[config.mk]
export PLATFORM = sky130hd
export DESIGN_NAME = fetch_queue
export DESIGN_NICKNAME = d
export VERILOG_FILES = /design/src/rtl/fetch_pkg.sv /design/src/rtl/fetch_fifo.sv /design/src/rtl/fetch_queue.sv
export SDC_FILE = /design/constraint.sdc
export NUM_CORES = 1
export LEC_CHECK = 0
export ABC_AREA = 1
export CAP_MARGIN = 20
export CORE_AREA = 5 5 178 163
export DETAILED_ROUTE_END_ITERATION = 16
export DIE_AREA = 0 0 183 168
export DONT_BUFFER_PORTS = 1
export PLACE_DENSITY = 0.53
export SETUP_SLACK_MARGIN = 0.02
export SYNTH_ARGS = -nofsm -noshare
export SYNTH_HDL_FRONTEND = slang
export SYNTH_SLANG_ARGS = --single-unit
[constraint.sdc]
create_clock -name clk -period 4.4 [get_ports clk]
set_input_delay 0.66 -clock clk [delete_from_list [all_inputs] [get_ports clk]]
set_output_delay 0.66 -clock clk [all_outputs]
set_load 0.01 [all_outputs]
[src/rtl/fetch_pkg.sv]
// Shared types for the instruction-fetch front end: FSM states and the
// buffered {pc, instr} record.
package fetch_pkg;

    localparam int FETCH_AW    = 32;
    localparam int FETCH_DW    = 32;
    localparam int INSTR_BYTES = 4;

    typedef enum logic [1:0] {
        REQ,
        WAIT,
        DROP
    } fetch_state_t;

    typedef struct packed {
        logic [FETCH_AW-1:0] pc;
        logic [FETCH_DW-1:0] instr;
    } fetch_entry_t;

endpackage

[src/rtl/fetch_fifo.sv]
// Small synchronous FIFO of fetched {pc, instr} records; flush empties it
// and overrides any push or pop in the same cycle.
module fetch_fifo
    import fetch_pkg::*;
#(
    parameter int  DEPTH   = 2,
    parameter type entry_t = fetch_entry_t
) (
    input  logic                         clk,
    input  logic                         rst,
    input  logic                         push,
    input  logic                         pop,
    input  logic                         flush,
    input  entry_t                       wr_entry,
    output logic [$clog2(DEPTH+1)-1:0]   count,
    output entry_t                       head
);

    localparam int PW = $clog2(DEPTH);
    localparam int CW = $clog2(DEPTH + 1);

    entry_t          mem [DEPTH];
    logic [PW-1:0]   wr_ptr;
    logic [PW-1:0]   rd_ptr;
    logic            do_push;
    logic            do_pop;

    assign do_push = push && !flush;
    assign do_pop  = pop && !flush && (count != '0);

    always_ff @(posedge clk or posedge rst) begin
        if (rst) begin
            wr_ptr <= '0;
            rd_ptr <= '0;
            count  <= '0;
        end else if (flush) begin
            wr_ptr <= '0;
            rd_ptr <= '0;
            count  <= '0;
        end else begin
            if (do_push) wr_ptr <= wr_ptr + 1'b1;
            if (do_pop)  rd_ptr <= rd_ptr + 1'b1;
            unique case ({do_push, do_pop})
                2'b10:   count <= count + CW'(1);
                2'b01:   count <= count - CW'(1);
                default: count <= count;
            endcase
        end
    end

    // Payload storage carries no reset; validity is tracked by count alone.
    always_ff @(posedge clk) begin
        if (do_push) mem[wr_ptr] <= wr_entry;
    end

    assign head = mem[rd_ptr];

endmodule

[src/rtl/fetch_queue.sv]
// Fetch front end: owns the fetch PC, issues one outstanding imem read at a
// time, buffers responses for decode and flushes everything on a redirect.
module fetch_queue
    import fetch_pkg::*;
#(
    parameter int                       ADDRESS_WIDTH = 32,
    parameter int                       DATA_WIDTH    = 32,
    parameter int                       DEPTH         = 2,
    parameter logic [ADDRESS_WIDTH-1:0] RESET_PC      = '0
) (
    input  logic                     clk,
    input  logic                     rst,
    input  logic                     PCsrc,
    input  logic [ADDRESS_WIDTH-1:0] PCTarget,
    output logic                     imem_req,
    output logic [ADDRESS_WIDTH-1:0] imem_addr,
    input  logic                     imem_gnt,
    input  logic                     imem_rvalid,
    input  logic [DATA_WIDTH-1:0]    imem_rdata,
    output logic                     instr_valid,
    input  logic                     instr_ready,
    output logic [DATA_WIDTH-1:0]    instr,
    output logic [ADDRESS_WIDTH-1:0] PC,
    output logic [ADDRESS_WIDTH-1:0] PCPlus4
);

    localparam int AW = ADDRESS_WIDTH;
    localparam int CW = $clog2(DEPTH + 1);

    typedef struct packed {
        logic [ADDRESS_WIDTH-1:0] pc;
        logic [DATA_WIDTH-1:0]    instr;
    } q_entry_t;

    fetch_state_t    state;
    fetch_state_t    state_nxt;
    logic [AW-1:0]   fetch_pc;
    logic [AW-1:0]   fetch_pc_nxt;
    logic [AW-1:0]   req_pc;
    logic [AW-1:0]   redirect_pc;
    logic            transfer;
    logic            push;
    logic            pop;
    logic [CW-1:0]   fifo_count;
    q_entry_t        wr_entry;
    q_entry_t        head;

    // Credit rule: with at most one read in flight, requesting only while the
    // registered count has room guarantees the response always fits.
    assign imem_req    = (state == REQ) && (fifo_count != CW'(DEPTH)) && !rst;
    assign imem_addr   = fetch_pc;
    assign transfer    = imem_req && imem_gnt;
    assign redirect_pc = PCTarget & ~AW'(INSTR_BYTES - 1);

    always_comb begin
        state_nxt    = state;
        fetch_pc_nxt = fetch_pc;
        push         = 1'b0;
        unique case (state)
            REQ: begin
                if (transfer) state_nxt = PCsrc ? DROP : WAIT;
            end
            WAIT: begin
                if (imem_rvalid) begin
                    state_nxt = REQ;
                    push      = !PCsrc;
                end else if (PCsrc) begin
                    state_nxt = DROP;
                end
            end
            DROP: begin
                if (imem_rvalid) state_nxt = REQ;
            end
            default: state_nxt = REQ;
        endcase
        // A redirect wins over the increment of a same-cycle grant.
        if (PCsrc)         fetch_pc_nxt = redirect_pc;
        else if (transfer) fetch_pc_nxt = fetch_pc + AW'(INSTR_BYTES);
    end

    always_ff @(posedge clk or posedge rst) begin
        if (rst) begin
            state    <= REQ;
            fetch_pc <= RESET_PC;
        end else begin
            state    <= state_nxt;
            fetch_pc <= fetch_pc_nxt;
        end
    end

    always_ff @(posedge clk) begin
        if (transfer) req_pc <= fetch_pc;
    end

    assign wr_entry = '{pc: req_pc, instr: imem_rdata};
    assign pop      = instr_valid && instr_ready;

    fetch_fifo #(
        .DEPTH   (DEPTH),
        .entry_t (q_entry_t)
    ) u_fifo (
        .clk      (clk),
        .rst      (rst),
        .push     (push),
        .pop      (pop),
        .flush    (PCsrc),
        .wr_entry (wr_entry),
        .count    (fifo_count),
        .head     (head)
    );

    assign instr_valid = (fifo_count != '0);
    assign instr       = instr_valid ? head.instr : '0;
    assign PC          = instr_valid ? head.pc : '0;
    assign PCPlus4     = instr_valid ? head.pc + AW'(INSTR_BYTES) : '0;

    a_no_rvalid_in_req: assert property (
        @(posedge clk) disable iff (rst) !(state == REQ && imem_rvalid)
    );

endmodule

; Yosys cells after proc, flatten, opt, wreduce, memory -nomap -nowiden
; Memories as Yosys holds them, arrays and structs flattened.
; Index checks and enable logic that the tools add are counted.
[totals]
output_inout_bits = 130
wordCells = 58
latch_bits = 0
mem_bits_rw = 128
mem_bits_ro = 0
inputBits = 70
memories = 1
reg_bits = 70
[classes]
mux = 21
bitwise = 0
add_sub_neg = 6
div = 0
mul = 0
n_reduce_logical = 16
eq_ne = 8
shift = 0
n_lt_le_gt_ge = 0
[mem_list]
columns = memory, depth, word_bits, read_ports, rd_ports_with_merged_regs, write_ports, line_no
row1 = u_fifo.mem, 2, 64, 1, 0, 1, fetch_fifo.sv:22  ; entry_t mem [DEPTH];
[ops]
columns = cell, count
row1 = $mux 32, 5
row2 = $add 32x3->32 const B, 2
row3 = $mux 2, 6
row4 = $mux 1, 8
row5 = $reduce_bool 2->1, 4
row6 = $logic_and 1x1->1, 7
row7 = $ne 2x2->1 const B, 3
row8 = $pmux 2 s3, 1
row9 = $eq 2x1->1 const B, 2
row10 = $eq 2x2->1 const B, 2
row11 = $pmux 2 s2, 1
row12 = $ne 3x3->1 const B, 1
row13 = $reduce_and 3->1, 1
row14 = $reduce_bool 3->1, 1
row15 = $add 1x1->1 const B, 2
row16 = $add 2x1->2 const B, 1
row17 = $logic_not 1->1, 2
row18 = $logic_not 2->1, 1
row19 = $sub 2x1->2 const B, 1

; Longest topological paths before layout
[logic_depth]
depth_word = 7
ltp_mapped = 13
ltp_nobuf = 12

; Cells and area by module
; Synthesis repeated with hierarchy kept, for this count alone.
[hier_totals]
cells_unflattened = 1008
hier_area_um2 = 9793.1
[by_module_without_submodules]
columns = module, cells_each, seq_area_each_um2, area_each_um2, n_inst
row1 = fetch_fifo, 234, 3943.8, 5002.3, 1
row2 = fetch_queue, 774, 1701.6, 4790.8, 1

; Worst setup path before layout
; No wires, ideal clock.
[synth_path]
path_kind = input port to flip-flop
from = in PCsrc
to = mem u_fifo.mem[0][0] in the netlist's numbering (enable)
required_time_ns = 3.916
stages = 3
arrival_ns = 3.577
n_path_buf = 0
setup_slack_ns = 0.340
setup_time_ns = 0.484
cell_sequence = inv_1 -> nand4_1 -> nor2_1
[synth_between]
elab_chain_len = 6
[synth_rtl]
columns = element, line_no
row1 = "start, declared", fetch_queue.sv:13  ; input logic PCsrc,
row2 = $logic_not 1->1 *, "fetch_fifo.sv:28, fetch_queue.sv:66"
row3 = $mux 1, fetch_queue.sv:64  ; if (imem_rvalid) begin
row4 = $mux 1, fetch_queue.sv:59  ; unique case (state)
row5 = $logic_and 1x1->1 *, fetch_fifo.sv:28  ; assign do_push = push && !flush;
row6 = $mux 1 *, fetch_fifo.sv:53  ; if (do_push) mem[wr_ptr] <= wr_entry;
row7 = $mux 1 (implied by the code) *, fetch_fifo.sv:53
row8 = "end, declared", fetch_fifo.sv:22
; Every way passes the cells marked *; elsewhere a longest branch is shown, timed or not.

; Worst setup path after layout
[layout_path]
from = reg u_fifo.rd_ptr
to = out PCPlus4[20]
[layout_between]
elab_chain_len = 3
[layout_rtl]
columns = element, line_no
row1 = "start, declared", fetch_fifo.sv:24  ; logic [PW-1:0] rd_ptr;
row2 = "start signal, assigned", fetch_fifo.sv:42  ; if (do_pop) rd_ptr <= rd_ptr + 1'b1;
row3 = $mem_v2 2x64, -
row4 = $add 32x3->32, fetch_queue.sv:115  ; assign PCPlus4 = instr_valid ? head.pc + AW'(INSTR_BYTES) : '0;
row5 = $mux 32, fetch_queue.sv:115
row6 = "end, declared", fetch_queue.sv:24  ; output logic [ADDRESS_WIDTH-1:0] PCPlus4
; No other way between the ends.

==> flow_metrics.py <==
metrics = {
    "pwr": {
        "leakage_uw": 0.00406,
        "clkPwrFrac_pct": 27.6,
        "switching_share_pct": 39.6,
        "ir_drop_mv": 0.240,
        "combPwrFrac_pct": 29.1,
        "pwr-share-seq_pct": 43.2,
        "power.density_nw_per_um2": 515,
        "p_switching_uw": 2090,
        "power.internal_uw": 3180,
    },
    "finish": {
        "drive_gt1_share_pct": 9.80,
        "nNetsFinal": 1091,
        "n_antenna_cell": 0,
        "area_growth_pct": 9.95,
    },
    "global_route": {
        "globalRouteOverflowTotal": 0,
        "first_global_vias": 6210,
        "track_usage_pct": 15.6,
        "grt_max_degree": 65,
        "grt_pass1_wl_um": 37200,
        "grt_antenna_before_repair": 0,
    },
    "outcome": {
        "status": "complete, no violations",
    },
    "setup_path": {
        "endpoint_kind": "primary output",
        "worstReg2RegEnd": "u_fifo.mem[0][36]",
        "rrSetupSlack_ns": 2.24,
        "crit_arrival_ns": 2.81,
        "critPathLaunchType": "flop",
        "r2r_start": "state[1]",
        "worst-r2r-cell-count": 4,
        "crit_required_ns": 3.74,
        "critPathMaxFanout": 40,
        "critical_path_class": "reg -> out",
    },
    "synthesis": {
        "netlist_instances": 1020,
        "synth_cell_type_count": 40,
        "async_reset_ff_share_pct": 18.9,
        "synth.yosys.seq_area_share_pct": 59.4,
        "syn_avg_cell_area_um2": 9.12,
        "synth-seq-cells": 190,
        "yosysWarnings": 0,
        "synth_ff_type": "edfxtp_1",
        "synthesis.area_um2": 9310,
        "synth-edff-count": 154,
    },
    "routing": {
        "dr_wl_met3_um": 1950,
        "vias": 6671,
        "vias_per_cell": 4.82,
        "top_layer": "met4",
        "avgRoutedWirePerCell_um": 17.6,
        "met2_length_um": 10500,
        "wl_met1_um": 11700,
        "wirelength_um": 24300,
        "drc": 0,
        "drt_iter0_markers": 426,
        "ant_nets": 0,
        "first_pass_iters": 5,
    },
    "sta": {
        "worst_slew_pin_slew_ns": 0.904,
        "slew-limit-headroom_pct": 39.6,
        "setup_viol": 0,
        "fmax_ghz": 0.288,
        "fin_crit_sh_pct": 78.8,
        "whs_ns": 0.246,
        "finalHoldViolations": 0,
        "fin_tns_setup_ns": 0,
        "fin_skew_ns": 0.0106,
        "drv_slew": 0,
        "period_needed_ns": 3.47,
        "grt_setup_unrepaired": "false",
    },
    "cts": {
        "post_cts_resized": 0,
        "numCtsBuffers": 17,
        "cts_setup_buffers": 0,
        "cts_hold_buf": 0,
        "path_clk_slew_ns": 0.07,
        "cts_tree": "yes",
        "htree_levels": 4,
        "clk-insertion-delay-late_ns": 0.42,
        "cts_root_buf": "clkbuf_16",
        "cts.sinks": 190,
        "cts.path.max_buffers": 2,
    },
    "floorplanning": {
        "ios": 200,
        "start_util_pct": 34.8,
        "die_y_um": 168,
        "fp-row-count": 57,
        "dieWidth_um": 183,
        "dieArea_um2": 30700,
        "core_area_um2": 26700,
    },
    "placement": {
        "place.gp.congestion": 0.847,
        "dpl.hpwl_um": 17700,
        "port_buffers": 0,
    },
    "flow_run": {
        "drv_cap": 0,
    },
    "worst_hold_path": {
        "hold_class": "in -> async",
    },
}
## flip-flops by register name, summed over array words and instances, names as in the netlist
signal         flops
u_fifo.mem       124
imem_addr         30
req_pc            30
state              2
u_fifo.count       2
u_fifo.rd_ptr      1
u_fifo.wr_ptr      1
## cell type report
type | count | area [um^2]
fill | 2689 | 16500
sequential | 190 | 5530
multi-input combinational | 703 | 3250
tap | 354 | 443
clock buffer | 17 | 425
inverter | 95 | 357
clock inverter | 14 | 124
timing repair buffer | 12 | 103
## synth_stat cells (14+ instances only)
cell	count	area (um^2)
xor2_1	14	123
nor2_1	102	383
o21ai_0	28	140
nand2_1	347	1300
dfrtp_1	36	901
a21oi_1	51	255
nand3_1	52	260
nor2_2	14	87.6
inv_1	91	342
nand2_2	23	144
clkbuf_1	16	60.1
edfxtp_1	154	4620
## logic make-up (layout without fill, tap and decap cells)
family,after synthesis,count (layout),synth area share [%]
and+or+nand+nor,577,577,26.6
DFF,190,190,59.4
buffers and inverters,132,138,6.08
AOI/OAI and AO/OA,101,101,6.04
xor gates and xnor gates,17,17,1.60
adders and majority gates,2,2,0.269
other,1,6,0.0403
## per-layer routing
metal | global-route usage [%] | vias up
met2 | 23.1 | 196
li1 | - | 3330
met5 | 0 | -
met3 | 5.03 | 8
met4 | 2.56 | 0
met1 | 22.8 | 3137
## layout by cell type, fill, tap and decap left out, drive strengths merged
cell type / count
o41ai: 1
buf: 12
o21bai: 7
nand4: 9
nor3: 13
nand3b: 3
xnor2: 3
or2: 1
ha: 2
inv: 103
o21ai: 31
o32ai: 1
a21oi: 51
nand3: 53
and3: 1
clkinvlp: 2
a31o: 1
clkbuf: 17
dfrtp: 36
o22a: 1
a31oi: 2
xor2: 14
clkinv: 4
o221ai: 2
nand2: 374
edfxtp: 154
conb: 6
nor2: 123
o211ai: 4
## worst max-delay path: stages, from the launching register on
cell and delay (ns):
dfrtp_2 0.40, inv_2 0.53, nand2_1 0.19, nand2_2 0.18, ha_1 0.20, nand2_1 0.12
nor2_4 0.18, nand2_2 0.14, nor2_4 0.14, nand3_1 0.08, nand2_1 0.06, nand2_1 0.05
inv_1 0.10
## power by group through the flow
stage                     combinational [uW]  clock, uW  sequential (uW)
after global placement                  1540          0             2310
after detailed placement                1560          0             2320
after floorplan                         1190          0             2240
final                                   1540       1460             2280
after CTS                               1570       1500             2280
after global routing                    1730       1560             2300
## worst max-delay path by stage
stage	to	from	cells past startpoint
after detailed placement	PCPlus4[26]	u_fifo.rd_ptr	12
final	PCPlus4[20]	u_fifo.rd_ptr	12
after global routing	PCPlus4[14]	u_fifo.rd_ptr	10
after floorplan	u_fifo.mem[0][0]	PCsrc	3
after CTS	PCPlus4[26]	u_fifo.rd_ptr	12
after global placement	PCPlus4[26]	u_fifo.rd_ptr	12
## per-stage QoR
step / cell area [um^2] / std cells / utilization (%) / worst slack [ns] / total power (uW)
2_1_floorplan: 9330 / 1025 / - / 0.340 / 3440
6_report: 10200 / 1385 / 38.3 / 0.932 / 5270
3_5_place_dp: 9680 / 1354 / 36.2 / 1.33 / 3880
3_3_place_gp: 9680 / 1354 / 36.2 / 1.35 / 3860
5_1_grt: 10200 / 1385 / 38.3 / 0.625 / 5590
4_1_cts: 10200 / 1385 / 38.3 / 0.867 / 5340
Power figures use the tool's default switching activity.
